--- src/rtl/arb_rr3_lock_if.sv ---
// Handshake bundle between three upstream requesters, the arbiter and the shared resource.
// master: arbiter view. slave: environment view (requesters + resource).
interface arb_rr3_lock_if;
    logic [2:0] req_i;
    logic [2:0] ack_i;
    logic       req_o;
    logic       ack_o;
    logic [1:0] owner_o;

    modport master (
        input  req_i,
        input  ack_o,
        output ack_i,
        output req_o,
        output owner_o
    );

    modport slave (
        output req_i,
        output ack_o,
        input  ack_i,
        input  req_o,
        input  owner_o
    );
endinterface

--- src/rtl/arb_rr3_lock.sv ---
// arb_rr3_lock: 3-requester round-robin arbiter with a locked, registered
// req/ack handshake toward one shared resource.
// Optional macro ARB_TIMEOUT_EN: bounds a grant to MAX_HOLD cycles and then
// preempts the owner. Without it the hold counter is not built.
module arb_rr3_lock #(
    parameter int unsigned MAX_HOLD = 16,
    parameter int unsigned CNT_W    = 8
) (
    input  logic           clk,
    input  logic           rstn,
    arb_rr3_lock_if.master bus
);

    localparam int unsigned OWN_W = 2;

    localparam logic [1:0] S_IDLE  = 2'd0;
    localparam logic [1:0] S_REQ   = 2'd1;
    localparam logic [1:0] S_GRANT = 2'd2;

    localparam logic [OWN_W-1:0] OWNER_NONE = OWN_W'(3);

    // Reject configurations whose counter cannot reach MAX_HOLD-1.
    if (MAX_HOLD < 1 || MAX_HOLD > 255 || (MAX_HOLD >> CNT_W) != 0) begin : g_bad_cfg
        $error("arb_rr3_lock: illegal MAX_HOLD/CNT_W combination");
    end

    logic [1:0]       state_q, state_d;
    logic [OWN_W-1:0] owner_q, owner_d;
    logic [OWN_W-1:0] last_q,  last_d;

    logic [2:0]       ack_q,   ack_d;
    logic             req_q,   req_d;
    logic [OWN_W-1:0] own_q,   own_d;

`ifdef ARB_TIMEOUT_EN
    localparam logic [CNT_W-1:0] HOLD_LAST = CNT_W'(MAX_HOLD - 1);
    logic [CNT_W-1:0] cnt_q, cnt_d;
`endif

    // Rotating priority: search starts one past the last served requester.
    function automatic logic [OWN_W-1:0] pick_winner(input logic [OWN_W-1:0] last,
                                                     input logic [2:0]       req);
        logic [OWN_W-1:0] w;
        w = OWN_W'(0);
        case (last)
            OWN_W'(0): w = req[1] ? OWN_W'(1) : (req[2] ? OWN_W'(2) : OWN_W'(0));
            OWN_W'(1): w = req[2] ? OWN_W'(2) : (req[0] ? OWN_W'(0) : OWN_W'(1));
            default:   w = req[0] ? OWN_W'(0) : (req[1] ? OWN_W'(1) : OWN_W'(2));
        endcase
        return w;
    endfunction

    // Next-state, winner selection and next output values.
    always_comb begin
        state_d = state_q;
        owner_d = owner_q;
        last_d  = last_q;
`ifdef ARB_TIMEOUT_EN
        cnt_d   = cnt_q;
`endif
        case (state_q)
            S_IDLE: begin
                if (bus.req_i != 3'b000) begin
                    owner_d = pick_winner(last_q, bus.req_i);
                    state_d = S_REQ;
                end
            end
            S_REQ: begin
                if (!bus.req_i[owner_q]) begin
                    state_d = S_IDLE;
                end else if (bus.ack_o) begin
                    state_d = S_GRANT;
`ifdef ARB_TIMEOUT_EN
                    cnt_d   = CNT_W'(0);
`endif
                end
            end
            S_GRANT: begin
                if (!bus.req_i[owner_q]) begin
                    state_d = S_IDLE;
                    last_d  = owner_q;
`ifdef ARB_TIMEOUT_EN
                end else if (cnt_q == HOLD_LAST) begin
                    state_d = S_IDLE;
                    last_d  = owner_q;
                end else begin
                    cnt_d   = cnt_q + CNT_W'(1);
`endif
                end
            end
            default: begin
                state_d = S_IDLE;
            end
        endcase

        req_d = (state_d != S_IDLE);
        own_d = (state_d == S_IDLE) ? OWNER_NONE : owner_d;
        ack_d = (state_d == S_GRANT) ? 3'(3'b001 << owner_d) : 3'b000;
    end

    // State, arbitration history and registered outputs.
    always_ff @(posedge clk or negedge rstn) begin
        if (!rstn) begin
            state_q <= S_IDLE;
            owner_q <= OWN_W'(0);
            last_q  <= OWN_W'(2);
            ack_q   <= 3'b000;
            req_q   <= 1'b0;
            own_q   <= OWNER_NONE;
        end else begin
            state_q <= state_d;
            owner_q <= owner_d;
            last_q  <= last_d;
            ack_q   <= ack_d;
            req_q   <= req_d;
            own_q   <= own_d;
        end
    end

`ifdef ARB_TIMEOUT_EN
    // Grant hold counter.
    always_ff @(posedge clk or negedge rstn) begin
        if (!rstn) begin
            cnt_q <= CNT_W'(0);
        end else begin
            cnt_q <= cnt_d;
        end
    end
`endif

    assign bus.ack_i   = ack_q;
    assign bus.req_o   = req_q;
    assign bus.owner_o = own_q;

endmodule

--- src/flat_wrapper.sv ---
// flat-port wrapper written by rule: the top's interface ports become plain ports
module arb_rr3_lock_flat 
#(
    parameter int unsigned MAX_HOLD = 16,
    parameter int unsigned CNT_W    = 8
)
  (clk, rstn, bus_req_i, bus_ack_o, bus_ack_i, bus_req_o, bus_owner_o);
  arb_rr3_lock_if bus_i ();
  input  logic clk;
  input  logic rstn;
  input wire logic [$bits(bus_i.req_i)-1:0] bus_req_i;
  input wire logic [$bits(bus_i.ack_o)-1:0] bus_ack_o;
  output wire logic [$bits(bus_i.ack_i)-1:0] bus_ack_i;
  output wire logic [$bits(bus_i.req_o)-1:0] bus_req_o;
  output wire logic [$bits(bus_i.owner_o)-1:0] bus_owner_o;
  assign bus_i.req_i = bus_req_i;
  assign bus_i.ack_o = bus_ack_o;
  assign bus_ack_i = bus_i.ack_i;
  assign bus_req_o = bus_i.req_o;
  assign bus_owner_o = bus_i.owner_o;
  arb_rr3_lock #(.MAX_HOLD(MAX_HOLD), .CNT_W(CNT_W)) u_core (.clk(clk), .rstn(rstn), .bus(bus_i));
endmodule
--- config.mk ---
export PLATFORM = sky130hd
export DESIGN_NAME = arb_rr3_lock_flat
export DESIGN_NICKNAME = d
export VERILOG_FILES = /design/src/rtl/arb_rr3_lock_if.sv /design/src/rtl/arb_rr3_lock.sv /design/src/flat_wrapper.sv
export SDC_FILE = /design/constraint.sdc
export NUM_CORES = 1
export LEC_CHECK = 0
export CELL_PAD_IN_SITES_DETAIL_PLACEMENT = 2
export CELL_PAD_IN_SITES_GLOBAL_PLACEMENT = 2
export CORE_AREA = 2 2 46 48
export CTS_CLUSTER_DIAMETER = 100
export DETAILED_ROUTE_END_ITERATION = 12
export DIE_AREA = 0 0 48 50
export PLACE_DENSITY = 0.67
export RECOVER_POWER = 25
export REMOVE_ABC_BUFFERS = 1
export SYNTH_ARGS = -nofsm -noshare
export SYNTH_HDL_FRONTEND = slang
export SYNTH_SLANG_ARGS = --single-unit
--- constraint.sdc ---
create_clock -name clk -period 1.6 [get_ports clk]
set_clock_uncertainty 0.1 [all_clocks]
set_input_delay 0.32 -clock clk [delete_from_list [all_inputs] [get_ports clk]]
set_output_delay 0.32 -clock clk [all_outputs]
set_load 0.02 [all_outputs]
* Yosys cells after proc, flatten, opt, wreduce, memory -nomap -nowiden
Cells that the tools add are included.
** Storage, ports and cells
- Flip-flop bits (word level) :: 12
- Bits of input ports :: 6
- Output and inout port bits :: 6
- Word-level logic and storage cells :: 37
** Operators by class
- $lt $le $gt $ge :: 1
- Equal/unequal tests :: 4
- Shifts and indexed selects :: 1
- Muxes and demuxes :: 18
- Bitwise logic cells :: 1
- Reduce and logical (&&, ||, !) cells :: 6
** Operators by type and width (number)
- two-way mux 2 bit :: 12
- logical NOT 2 bit :: 3
- case mux 2 bit (3 select lines) :: 1
- equality test 2 x 1 -> 1 bit, second input constant :: 2
- equality test 2 bit, second input constant :: 2
- case mux 2 bit (2 select lines) :: 1
- less-than comparator 2 x 3 -> 1 bit, second input constant :: 1
- two-way mux 3 bit :: 1
- nonzero test 3 bit :: 1
- << shifter 1 x 2 -> 3 bit, first input constant :: 1
- binary-select mux 1 bit (select 2 bit) :: 1
- two-way mux 1 bit :: 2
- AND reduction 2 bit :: 1
- nonzero test 2 bit :: 1
- NOT 1 bit :: 1

* Depth between registers and ports, before layout
Gate-level depths: netlist (run 1).
- Depth after elaboration :: 7
- Gate-level depth with buffers :: 5
- Gate-level depth less buffers :: 5

* Worst setup path after synthesis (run 1)
OpenSTA, ideal clock, no wires.
- Path type :: flip-flop to flip-flop
- Start point :: register u_core.state_q[0]
- End point :: register u_core.ack_q[0], in the netlist u_core.bus.ack_i[0]
- Setup time :: 0.086 ns
- Data arrival time :: 1.196 ns
- Data required time :: 1.414 ns
- Path slack :: 0.218 ns
- Cell stages (with the launch flop) :: 5
- Buffers on the path :: 0
- Cell sequence :: dfrtp_1 -> or2_1 -> o32ai_2 -> inv_2 -> nor3_1
** RTL lines
- start, declared :: line arb_rr3_lock.sv:27 : logic [1:0] state_q, state_d;
- start signal, assigned :: line arb_rr3_lock.sv:111 : state_q <= state_d;
- logical NOT 2 bit :: line arb_rr3_lock.sv:61 : case (state_q)
- two-way mux 2 bit :: line arb_rr3_lock.sv:61
- named net u_core.owner_d[0] :: line arb_rr3_lock.sv:28 : logic [OWN_W-1:0] owner_q, owner_d;
- << shifter 1 x 2 -> 3 bit :: line arb_rr3_lock.sv:98 : ack_d = (state_d == S_GRANT) ? 3'(3'b001 << owner_d) : 3'b000;
- two-way mux 3 bit :: line arb_rr3_lock.sv:98
- named net u_core.ack_d[0] :: line arb_rr3_lock.sv:31 : logic [2:0] ack_q, ack_d;
- end signal, assigned :: line arb_rr3_lock.sv:114 : ack_q <= ack_d;
- end, declared :: line arb_rr3_lock.sv:31
The timed path passes the listed nets, and every way through them passes these cells.
A chain may end at the register's enable or synchronous reset.

* Final worst setup path (run 1)
- Start point :: register u_core.own_q[0], in the netlist u_core.bus.owner_o[0]
- End point :: output port bus_owner_o[0]
** RTL lines
- start, declared :: line arb_rr3_lock.sv:33 : logic [OWN_W-1:0] own_q, own_d;
- start signal, assigned :: line arb_rr3_lock.sv:116 : own_q <= own_d;
- end, declared :: line flat_wrapper.sv:15 : output wire logic [$bits(bus_i.owner_o)-1:0] bus_owner_o;
No word-level cell between the ends.

==> out/qor.txt, run 1 <==
SYNTH
--------------------------------------------------------------------------------------------------------
Flops & latches, synth                                                                                12
Mean instance size in the synthesized netlist                                                  11.07 µm²
Gate count of the mapped netlist                                                                      47
Most area-consuming cells after synthesis                                                   dfrtp_1, dfstp_2, mux2_2
Count of cell types in the netlist                                                                    21
Post-synthesis instance area                                                                   520.5 µm²
Number of enable-type register cells in the synthesized netlist                                        0
Proportion of netlist area held by the largest area contributor                                   43.27%
Seq/Total Area, Yosys                                                                             58.41%
FFs w/ async S/R, synth                                                                           100.0%
Total of warnings raised by yosys                                                                      0
Area leader, netlist                                                                             dfrtp_1
Most instantiated flip-flop cell in the synthesis netlist                                        dfrtp_1

WORST SETUP PATH
--------------------------------------------------------------------------------------------------------
Critical path destination                                                                   bus_owner_o[0]
Combined buffer and inverter count along the critical path                                             1
Gate family responsible for the most delay along the worst path                               flip-flops
Critical path depth in cells                                                                           1
Arrival @ worst endpoint                                                                         1.11 ns
Critical Path Sink Type                                                                      output port
End of the worst register-to-register path                                                  u_core.bus.ack_i[1]
CP Cell Sequence                                                                            dlygate4sd2_1
Kind of critical path                                                                       flop to output port
Worst Path Required                                                                              1.18 ns
Kind of start point of the critical path                                                            flop
Slowest stage delay, CP                                                                          0.52 ns
Largest fanout of any net on the critical path                                                         1
Beginning of the worst register-to-register path                                            u_core.owner_q[1]
Setup slack on the worst flop-to-flop path                                                       0.12 ns
R2R depth                                                                                              4
Launch point of the worst path                                                              u_core.bus.owner_o[0]
Cell with the largest stage delay on the worst path                                              dfstp_2

STA
--------------------------------------------------------------------------------------------------------
Final setup violation count                                                                            0
Final Hold Fails                                                                                       0
Final worst-path setup slack                                                                  0.06852 ns
Slew at the pin closest to its max-slew limit                                                  0.6441 ns
Remaining max-slew budget at the tightest pin                                                     57.06%
F_max                                                                                          653.0 MHz
Min Tclk post-route                                                                             1.531 ns
RSZ-0062 raised after global routing                                                               false
Hold slack                                                                                     0.3767 ns
Setup_tns                                                                                           0 ns
Final-report max-slew violation count                                                                  0
Final Cycle Share                                                                                 95.72%

CTS
--------------------------------------------------------------------------------------------------------
Worst skew pair latency                                                                          0.27 ns
Total number of H-tree levels                                                                          1
Number of buffers created by CTS                                                                       3
Largest buffer count on any clock path                                                                 2
Root buffer cell                                                                                clkbuf_4
Clock tree from TritonCTS                                                                            yes
TritonCTS Sinks                                                                                       12
Post-CTS clock slew at the launch and capture registers of the worst setup and hold paths        0.08 ns

PLACE
--------------------------------------------------------------------------------------------------------
Pre-CTS setup slack                                                                           -0.3409 ns
HPWL after detailed placement                                                                   958.1 µm
Placer's final routability congestion estimate                                                    0.7507
IO Port Bufs                                                                                          11
Placed Cells                                                                                          92

ROUTE
--------------------------------------------------------------------------------------------------------
Count of unresolved DRC violations after routing                                                       0
First-pass DRT Iterations                                                                              3
Total via count in the routed design                                                                 435
Number of antenna-violating nets in the routed design                                                  0
Detailed Route Iter0 Violations                                                                        2
Routed WL                                                                                       1.281 mm
Avg Vias per Cell                                                                                  4.485
Routed len/inst                                                                                 13.21 µm

FLOORPLANNING
--------------------------------------------------------------------------------------------------------
Vert. Die Dim                                                                                      50 µm
Die boundary width                                                                                 48 µm
Boundary Pins                                                                                         12
Number of cell rows                                                                                   16
Initial core utilization                                                                          27.37%
Floorplan die area                                                                          0.002400 mm²
Core area                                                                                   0.001902 mm²

STATUS
--------------------------------------------------------------------------------------------------------
Result of the run                                                                           finished, final reports clean

POWER
--------------------------------------------------------------------------------------------------------
Peak VDD IR                                                                                    0.6376 mV
Pwr dens                                                                                     1879 mW/mm²
Leakage power summed over all cells                                                            0.3787 nW
Power, Total                                                                                  0.001446 W

FINISH
--------------------------------------------------------------------------------------------------------
Share of post-route cells with drive strength above 1                                             32.86%
Filler instances                                                                                     221
Antenna cells                                                                                          0
Nets                                                                                                  77
Count of non-filler cells in the finished layout                                                      97
Area grow syn2layout                                                                              47.84%

HOLD PATH
--------------------------------------------------------------------------------------------------------
Worst min path class                                                                        primary input to flop

GRT
--------------------------------------------------------------------------------------------------------
Largest net degree at the start of global routing                                                     13
Global-route wire length before repair                                                          2.042 mm
Remaining global-route overflow                                                                        0
Initial antenna violation count                                                                        0
Number of global-route vias before repair                                                            455
Tot GR Track Use                                                                                  12.39%

FLOW RUN
--------------------------------------------------------------------------------------------------------
Total of max-cap violations                                                                            0

## tightest hold or removal path: stages
cell	delay [ns]
dlymetal6s2s_1	0.16
o2111ai_1	0.15
nand3_1	0.11
## Yosys cell counts, types with 2 or more instances
cell / n
dfrtp_1: 9
nand2_1: 5
nor3_1: 4
dfstp_2: 3
inv_1: 3
nor2_1: 3
o21ai_0: 3
a21oi_1: 2
mux2_2: 2
nor2b_1: 2
## through the flow
step	instance area (µm²)	util, %
after floorplan	520.5	-
after global placement	716.9	37.70
after detailed placement	716.9	37.70
after CTS	758.2	39.87
after global routing	769.5	40.46
final	769.5	40.46
## state kept, by name, indices dropped and copies added (netlist names)
name                flops
u_core.last_q           2
u_core.bus.owner_o      2
u_core.bus.ack_i        3
u_core.bus.req_o        1
u_core.owner_q          2
u_core.state_q          2
## routing by layer
layer	vias to the layer above	routed length, µm	global-route usage [%]
li1	211	-	-
met1	217	542	14.06
met2	7	686	20.44
met3	0	51	4.762
met4	0	0	4.054
met5	-	0	0
## cell usage in the layout, fill, tap and decap left out, drive strengths merged, types with 2 or more instances in the layout
cell          synthesis  final
nor2b                 2      2
buf                   0      7
dfrtp                 9      9
or2                   2      2
a21oi                 2      2
o21ai                 3      3
dfstp                 3      3
nor2                  3      3
mux2                  2      2
nand2                 5      5
dlygate4sd2           0      6
inv                   4      4
dlymetal6s2s          0      3
clkbuf                0      5
nor3                  4      4
## worst min path at each step
stage | slack [ns] | cells after the start | start | endpoint
3_3_place_gp | 0.43 | 1 | u_core.last_q[0] | u_core.last_q[0]
5_1_grt | 0.39 | 3 | bus_req_i[2] | u_core.bus.owner_o[1]
6_report | 0.38 | 3 | bus_req_i[2] | u_core.bus.owner_o[1]
2_1_floorplan | -0.08 | 0 | rstn | u_core.bus.ack_i[0]
3_5_place_dp | 0.43 | 1 | u_core.last_q[0] | u_core.last_q[0]
4_1_cts | 0.25 | 2 | rstn | u_core.bus.req_o
## report_power, final
group / switching, W / internal (W)
Combinational: 0.000364 / 0.000330
Sequential: 0.0000699 / 0.000446
Clock: 0.0000981 / 0.000138
## cell type report
cell class                 count  area, µm²  area share [%]
timing repair buffer          19      166.4           21.63
multi-input combinational     31      214.0           27.80
sequential                    12      304.0           39.51
clock buffer                   4      36.28           4.715
inverter                       4      15.01           1.951
tap                           27      33.78           4.390
## repair_timing
item                       4_1_cts  5_1_grt
hold buffers                     0        0
gates cloned                     0        0
setup endpoints to repair        8        7
resized for setup                8        5
pin swaps                        2        0
setup buffers                    1        0
## kinds of logic after synthesis
kind of cell / Yosys count / synth area share (%)
flops: 12 / 58.42
mux: 3 / 6.250
buf+inv: 4 / 2.884
compound gates: 9 / 12.98
simple gates: 19 / 19.47
Power figures use the tool's default switching activity.
==> inputs of run 2 (changes only) <==
--- a/config.mk
+++ b/config.mk
@@ -11,6 +11,7 @@
 export CTS_CLUSTER_DIAMETER = 100
 export DETAILED_ROUTE_END_ITERATION = 12
 export DIE_AREA = 0 0 48 50
+export GPL_ROUTABILITY_DRIVEN = 0
 export PLACE_DENSITY = 0.67
 export RECOVER_POWER = 25
 export REMOVE_ABC_BUFFERS = 1
==> results of run 2 <==
No change in the layout: final DEF, timing and power equal those of run 1.
